==> config.mk <==
export PLATFORM = sky130hd
export DESIGN_NAME = lut_scheduler
export DESIGN_NICKNAME = d
export VERILOG_FILES = /design/src/rtl/lut_scheduler.sv
export SDC_FILE = /design/constraint.sdc
export NUM_CORES = 1
export LEC_CHECK = 0
export ABC_AREA = 1
export BUFFER_PORTS_ARGS = -buffer_cell sky130_fd_sc_hd__buf_2
export CORE_MARGIN = 2
export CORE_UTILIZATION = 35
export CTS_BUF_LIST = sky130_fd_sc_hd__clkbuf_16
export DETAILED_ROUTE_END_ITERATION = 10
export GPL_TIMING_DRIVEN = 0
export PLACE_DENSITY_LB_ADDON = 0.12
export SYNTH_ARGS = -nofsm -noshare
export SYNTH_HDL_FRONTEND = slang
export SYNTH_SLANG_ARGS = --single-unit
==> constraint.sdc <==
create_clock -name clk -period 2.53 [get_ports clk]
set_input_delay 0.1265 -clock clk [delete_from_list [all_inputs] [get_ports clk]]
set_output_delay 0.1265 -clock clk [all_outputs]
set_load 0.1 [all_outputs]
==> src/rtl/lut_scheduler.sv <==
// 16x1 lookup table with a power-up INIT sweep, a config write port and two
// round-robin lookup requesters; config writes win unless a write burst starves lookups.
module lut_scheduler #(
  parameter logic [15:0] INIT_VAL  = 16'h0000,
  parameter int unsigned CFG_BURST = 4
) (
  input  logic       clk,
  input  logic       rst,
  input  logic       cfg_we,
  input  logic [3:0] cfg_addr,
  input  logic       cfg_data,
  output logic       cfg_ready,
  input  logic       req0,
  input  logic [3:0] addr0,
  input  logic       req1,
  input  logic [3:0] addr1,
  output logic       gnt0,
  output logic       gnt1,
  output logic       rvalid0,
  output logic       rvalid1,
  output logic       rdata,
  output logic       init_done
);

  typedef enum logic {
    ST_INIT = 1'b0,
    ST_RUN  = 1'b1
  } state_t;

  state_t      state_q, state_d;
  logic [3:0]  cnt_q, cnt_d;
  logic [2:0]  burst_q, burst_d;
  logic        prio1_q, prio1_d;
  logic        rdata_q, rdata_d;
  logic        rvalid0_q, rvalid0_d;
  logic        rvalid1_q, rvalid1_d;
  logic [15:0] lut_q, lut_d;

  logic run;
  logic any_req;
  logic starve;
  logic cfg_acc;

  // Handshakes: cfg_ready/gnt0/gnt1 are one-hot-or-zero and combinational;
  // a transfer happens on the rising edge where cfg_we&cfg_ready or gntN is high.
  // cfg_ready also rises when nothing is requested, which is a harmless no-op.
  always_comb begin
    run       = (state_q == ST_RUN);
    any_req   = req0 | req1;
    starve    = (burst_q == 3'(CFG_BURST)) && any_req;
    cfg_ready = run && !starve && (cfg_we || !any_req);
    cfg_acc   = cfg_ready && cfg_we;
    gnt0      = 1'b0;
    gnt1      = 1'b0;
    if (run && !cfg_ready && any_req) begin
      if (req0 && req1) begin
        gnt0 = !prio1_q;
        gnt1 = prio1_q;
      end else begin
        gnt0 = req0;
        gnt1 = req1;
      end
    end
  end

  always_comb begin
    state_d   = state_q;
    cnt_d     = cnt_q;
    burst_d   = 3'd0;
    prio1_d   = prio1_q;
    rdata_d   = rdata_q;
    rvalid0_d = 1'b0;
    rvalid1_d = 1'b0;
    lut_d     = lut_q;
    case (state_q)
      ST_INIT: begin
        lut_d[cnt_q] = INIT_VAL[cnt_q];
        cnt_d        = cnt_q + 4'd1;
        if (cnt_q == 4'd15) state_d = ST_RUN;
      end
      ST_RUN: begin
        if (cfg_acc) begin
          lut_d[cfg_addr] = cfg_data;
          burst_d = (burst_q == 3'd7) ? burst_q : burst_q + 3'd1;
        end
        if (gnt0) begin
          rdata_d   = lut_q[addr0];
          rvalid0_d = 1'b1;
          prio1_d   = 1'b1;
        end else if (gnt1) begin
          rdata_d   = lut_q[addr1];
          rvalid1_d = 1'b1;
          prio1_d   = 1'b0;
        end
      end
      default: state_d = ST_INIT;
    endcase
  end

  always_ff @(posedge clk or posedge rst) begin
    if (rst) begin
      state_q   <= ST_INIT;
      cnt_q     <= 4'd0;
      burst_q   <= 3'd0;
      prio1_q   <= 1'b0;
      rdata_q   <= 1'b0;
      rvalid0_q <= 1'b0;
      rvalid1_q <= 1'b0;
    end else begin
      state_q   <= state_d;
      cnt_q     <= cnt_d;
      burst_q   <= burst_d;
      prio1_q   <= prio1_d;
      rdata_q   <= rdata_d;
      rvalid0_q <= rvalid0_d;
      rvalid1_q <= rvalid1_d;
    end
  end

  // Storage is deliberately not reset; the INIT sweep rewrites every entry.
  always_ff @(posedge clk) begin
    lut_q <= lut_d;
  end

  assign rdata     = rdata_q;
  assign rvalid0   = rvalid0_q;
  assign rvalid1   = rvalid1_q;
  assign init_done = run;

endmodule

After elaboration in Yosys (flattened, before gate mapping)
Memory sizes are Yosys's and may differ from the RTL's.
Index checks and enable logic that the tools add are counted.
{"block": "totals", "ff_bits": 28, "word_cells": 71, "rom_bits": 16, "mem_count": 1, "inputBits": 18, "output_inout_bits": 7}
{"block": "classes", "eq_ne": 5, "bitwise_logic": 2, "add_sub_neg": 2, "n_lt_le_gt_ge": 6, "n_mux": 31, "n_reduce_logical": 16}
{"name": "(no name shown)", "words": 16, "width": 1, "rd": 1, "rd_ports_with_merged_regs": 0, "wr": 0, "line": "77", "rtl": "lut_d[cnt_q] = INIT_VAL[cnt_q];"}
{"cell": "$bwmux W16", "n": 2}
{"cell": "$pmux W16 S2", "n": 1}
{"cell": "$lt A4 B5 Y1 const B", "n": 4}
{"cell": "$mux W1", "n": 20}
{"cell": "$mux W16", "n": 1}
{"cell": "$logic_and A1 B1 Y1", "n": 9}
{"cell": "$mux W3", "n": 3}
{"cell": "$bmux W1 S4", "n": 2}
{"cell": "$demux W1 S4", "n": 2}
{"cell": "$ge A4 B1 Y1 const B", "n": 2}
{"cell": "$eq A3 B3 Y1 const B", "n": 2}
{"cell": "$add A4 B1 Y4 const B", "n": 1}
{"cell": "$eq A4 B4 Y1 const B", "n": 1}
{"cell": "$logic_not A1 Y1", "n": 4}
{"cell": "$add A3 B1 Y3 const B", "n": 1}
{"cell": "$ne A3 B3 Y1 const B", "n": 1}
{"cell": "$ne A2 B1 Y1 const B", "n": 1}
{"cell": "$reduce_and A2 Y1", "n": 1}
{"cell": "$reduce_bool A2 Y1", "n": 1}
{"cell": "$logic_or A1 B1 Y1", "n": 1}
{"cell": "$not A1 Y1", "n": 1}
{"cell": "$or A1 B1 Y1", "n": 1}

Depth between registers and ports, before layout
{"block": "logic_depth", "depth_word": 12, "mapped_depth": 10, "depth_no_buf": 10}

Least setup slack after synthesis
OpenSTA, ideal clock, no wires.
{"block": "synth_path", "path_kind": "register to register", "start": "register state_q, in the netlist init_done", "end": "register rdata_q, in the netlist rdata", "setup_time_ns": 0.074, "setup_slack_ns": -0.407, "path_stages_with_launch": 6, "path_buffers": 1, "synth_period_minus_slack_ns": 2.937, "arrival_time_ns": 2.863, "required_ns": 2.456, "path_cell_list": "dfrtp_1 > buf_6 > nand2_1 > nor2_1 > nand3_1 > nand3_1"}
{"block": "synth_between", "elab_chain_cells": 8, "word_cells_on_any_way": 10}
{"item": "start, declared", "line": "30", "rtl": "state_t state_q, state_d;"}
{"item": "start signal, assigned", "line": "110", "rtl": "state_q <= state_d;"}
{"item": "$logic_and A1 B1 Y1 (2 in a row)", "line": "51", "rtl": "cfg_ready = run && !starve && (cfg_we || !any_req);"}
{"item": "$logic_not A1 Y1", "line": "55", "rtl": "if (run && !cfg_ready && any_req) begin"}
{"item": "$logic_and A1 B1 Y1 (*) (2 in a row)", "line": "55"}
{"item": "$mux W1 (*)", "line": "55"}
{"item": "named net gnt0", "line": "17", "rtl": "output logic gnt0,"}
{"item": "$reduce_bool A2 Y1 (no line)"}
{"item": "$reduce_and A2 Y1 (no line)"}
{"item": "end signal, assigned", "line": "114", "rtl": "rdata_q <= rdata_d;"}
{"item": "end, declared", "line": "34", "rtl": "logic rdata_q, rdata_d;"}
Mark *: on every way through the listed nets, which the timed path passes. The rest lies on a longest branch.
A chain may end at the register's enable or synchronous reset.

Final worst setup path
{"block": "layout_path", "start": "register burst_q[0]", "end": "output port gnt0"}
{"block": "layout_between", "elab_chain_cells": 9}
{"item": "start, declared", "line": "32", "rtl": "logic [2:0] burst_q, burst_d;"}
{"item": "start signal, assigned", "line": "112", "rtl": "burst_q <= burst_d;"}
{"item": "$eq A3 B3 Y1", "line": "50", "rtl": "starve = (burst_q == 3'(CFG_BURST)) && any_req;"}
{"item": "$logic_and A1 B1 Y1", "line": "50"}
{"item": "$logic_not A1 Y1", "line": "51"}
{"item": "$logic_and A1 B1 Y1 (2 in a row)", "line": "51"}
{"item": "$logic_not A1 Y1", "line": "55"}
{"item": "$logic_and A1 B1 Y1 (2 in a row)", "line": "55"}
{"item": "$mux W1", "line": "55"}
{"item": "end, declared", "line": "17"}
Every way passes these cells.

==> results.yml <==
sta:
  worst_pin_slew_ns: 0.537
  period_share_pct: 79.7
  hold_viol: 0
  grt_setup_unrepaired: "false"
  slew_headroom_pct: 64.2
  skew_ns: 0.00117
  tns_ns: 0
  finalCriticalPeriod_ns: 2.02
  slew_violations: 0
  fmax_mhz: 496
  setup_viol: 0
synthesis:
  ys_top_cells_by_area: "edfxtp_1, dfrtp_1, nand2_1, inv_1, o21ai_0"
  synth-seq-cells: 28
  syn_nets: 289
  synth_top_area_share_pct: 25.1
  seq_area_frac_synth_pct: 40.8
  ys_types: 25
  synth_top_area_cell: "edfxtp_1"
  synthCells: 264
  yosysWarnings: 0
  syn_avg_cell_area_um2: 7.24
  syn_area_mm2: 0.00191
worst_hold_path:
  hold_path.class: "input port to flip-flop"
  min_from: "addr0[3]"
pwr:
  vdd_drop_max_mv: 0.270
  power.density_mw_per_mm2: 506
  p_leak_nw: 1.09
setup_path:
  end_kind: "output pin"
  worstPathArrival_ns: 1.89
  crit_buf_inv: 2
  cpPeakStageDelay_ns: 0.44
  path_max_fanout: 7
  start_kind: "flip-flop"
  r2r-start: "burst_q[0]$_DFFE_PP0P_"
  cp.required_ns: 2.40
  cp_slowest_cell: "buf_2"
  critical_path.top_delay_family: "simple AND/OR/NAND/NOR gates"
  crit_top_cell: "nand2_1"
  path_cells: "inv_1 -> ha_1 -> nand2_1 -> nand2_1 -> nand2_1 -> nand2_2 -> nand2_1 -> nor2_2 -> buf_2"
  critPathLaunch: "burst_q[0]$_DFFE_PP0P_"
  path_class: "flip-flop to output pin"
final_layout:
  area_delta_synth_final_pct: 16.4
  n_antenna_cell: 0
  layout.nets: 317
  layout-drive-gt1-share_pct: 12.7
  mostFrequentLayoutCell: "nand2_1"
  mostFrequentLayoutCells: "nand2_1, inv_1, o21ai_0"
  instances_no_fill: 361
placed_design:
  placed_cells: 356
  place.gp.congestion: 0.821
  port_buffers: 22
  dp_hpwl_mm: 3.88
floorplanning:
  die-height_um: 77.9
  core_mm2: 0.00520
  die_area_mm2: 0.00607
  fp-row-count: 26
  boundaryPins: 25
  die_x_um: 77.9
  start_util_pct: 36.7
status:
  status: "finished clean"
clock_network:
  cts_made_buffers: 3
  cts_root_buffer: "clkbuf_16"
  htreeDepth: 1
  cts_resized: 0
  cts_hold_buf: 1
  clk_path_buf_depth: 2
  clkTransAtPathRegs_ns: 0.07
  cts_tree: "done"
  post_cts_buffers: 0
  numClockSinks: 28
  insertion_delay_ns: 0.27
global_route:
  use_met2_pct: 29.1
  grt.total_usage_pct: 17.8
  grt_pass1_wl_mm: 8.65
  grt_start_max_net_pins: 17
  grt_busiest_layer: "met2"
  met3_usage_pct: 2.09
  met1_usage_pct: 24.8
  grt_overflow: 0
  antenna_found_initial: 0
  grt_pass1_vias: 1830
detailed_routing:
  drtPass1Iterations: 4
  vias: 1858
  wl_per_cell_um: 14.2
  routed_wl_mm: 5.11
  drt-initial-drc-count: 92
  ant_nets: 0
  drc: 0
  routed_via_density: 5.15
flow_run:
  maxCapViolCount: 0
==> layer usage <==
layer / part of all wire, % / vias up
li1: - / 917
met1: 48 / 868
met2: 46 / 68
met3: 5.5 / 5
met4: 0.94 / 0
met5: 0 / -
==> area by class of cell <==
class	instances	area, um^2
fill	584	2980
multi-input combinational	181	902
sequential	28	781
inverter	47	176
timing repair buffer	23	120
clock buffer	4	100
tap	70	87.6
buffer	8	57.6
==> where the power goes <==
group	internal, mW	switching [mW]	leakage, nW
Sequential	0.492	0.00634	0.271
Combinational	0.0468	0.134	0.770
Clock	0.276	0.171	0.0493
==> cells by family (layout without fill, tap and decap cells) <==
family                     Yosys count  after routing  synth area share, %
and+or+nand+nor                    116            116                 25.2
DFF                                 28             28                 40.8
AOI/OAI and AO/OA                   55             55                 15.8
buffers and inverters               55             82                 12.2
xor gates and xnor gates             3              3                 1.37
adders and majority gates            7              7                 4.58
==> flip-flops by register name, summed over array words and instances (netlist names) <==
signal	cells
cnt_q	4
lut_q	16
burst_q	3
prio1_q	1
rdata	1
rvalid0	1
init_done	1
rvalid1	1
==> synthesized netlist by cell type, drive strengths merged <==
library cell and count:
edfxtp 16, clkbuf 3, buf 5, inv 47, nand4 1, or2 1
ha 7, nand3 26, xnor2 1, a21oi 3, o22ai 16, o21ai 35
nand3b 1, nand2 76, nor2 11, dfrtp 12, o211ai 1, xor2 2
==> worst min-delay path: stages <==
cell     delay, ns
buf_2         0.09
nand2_1       0.05
nand3_1       0.07
nand3_1       0.07
==> worst paths after layout <==
| check | slack [ns] | end | depth (start not counted) |
|---|---|---|---|
| setup / recovery | 0.51 | gnt0 | 9 |
| hold / removal | 0.17 | rdata$_DFFE_PP0P_ | 4 |
| setup reg to reg | 0.87 | lut_q[9]$_DFFE_PP_ | 10 |
| hold reg to reg | 0.49 | rdata$_DFFE_PP0P_ | 2 |
| max in group asynchronous | 1.79 | cnt_q[3]$_DFFE_PP0N_ | 3 |
| min in group asynchronous | 0.42 | burst_q[2]$_DFFE_PP0P_ | 3 |
==> metrics by stage <==
stage | utilization [%] | cell area [um^2] | total power [mW] | worst slack (ns) | hold slack (ns)
after floorplan | - | 1920 | 0.640 | 0.0811 | -0.00880
after global routing | 42.7 | 2220 | 1.17 | 0.314 | 0.190
after global placement | 40.6 | 2110 | 0.687 | 0.793 | 0.167
after detailed placement | 40.6 | 2110 | 0.688 | 0.793 | 0.177
after CTS | 42.7 | 2220 | 1.13 | 0.492 | 0.175
final | 42.7 | 2220 | 1.13 | 0.513 | 0.172
(Power assumes the default switching activity.)
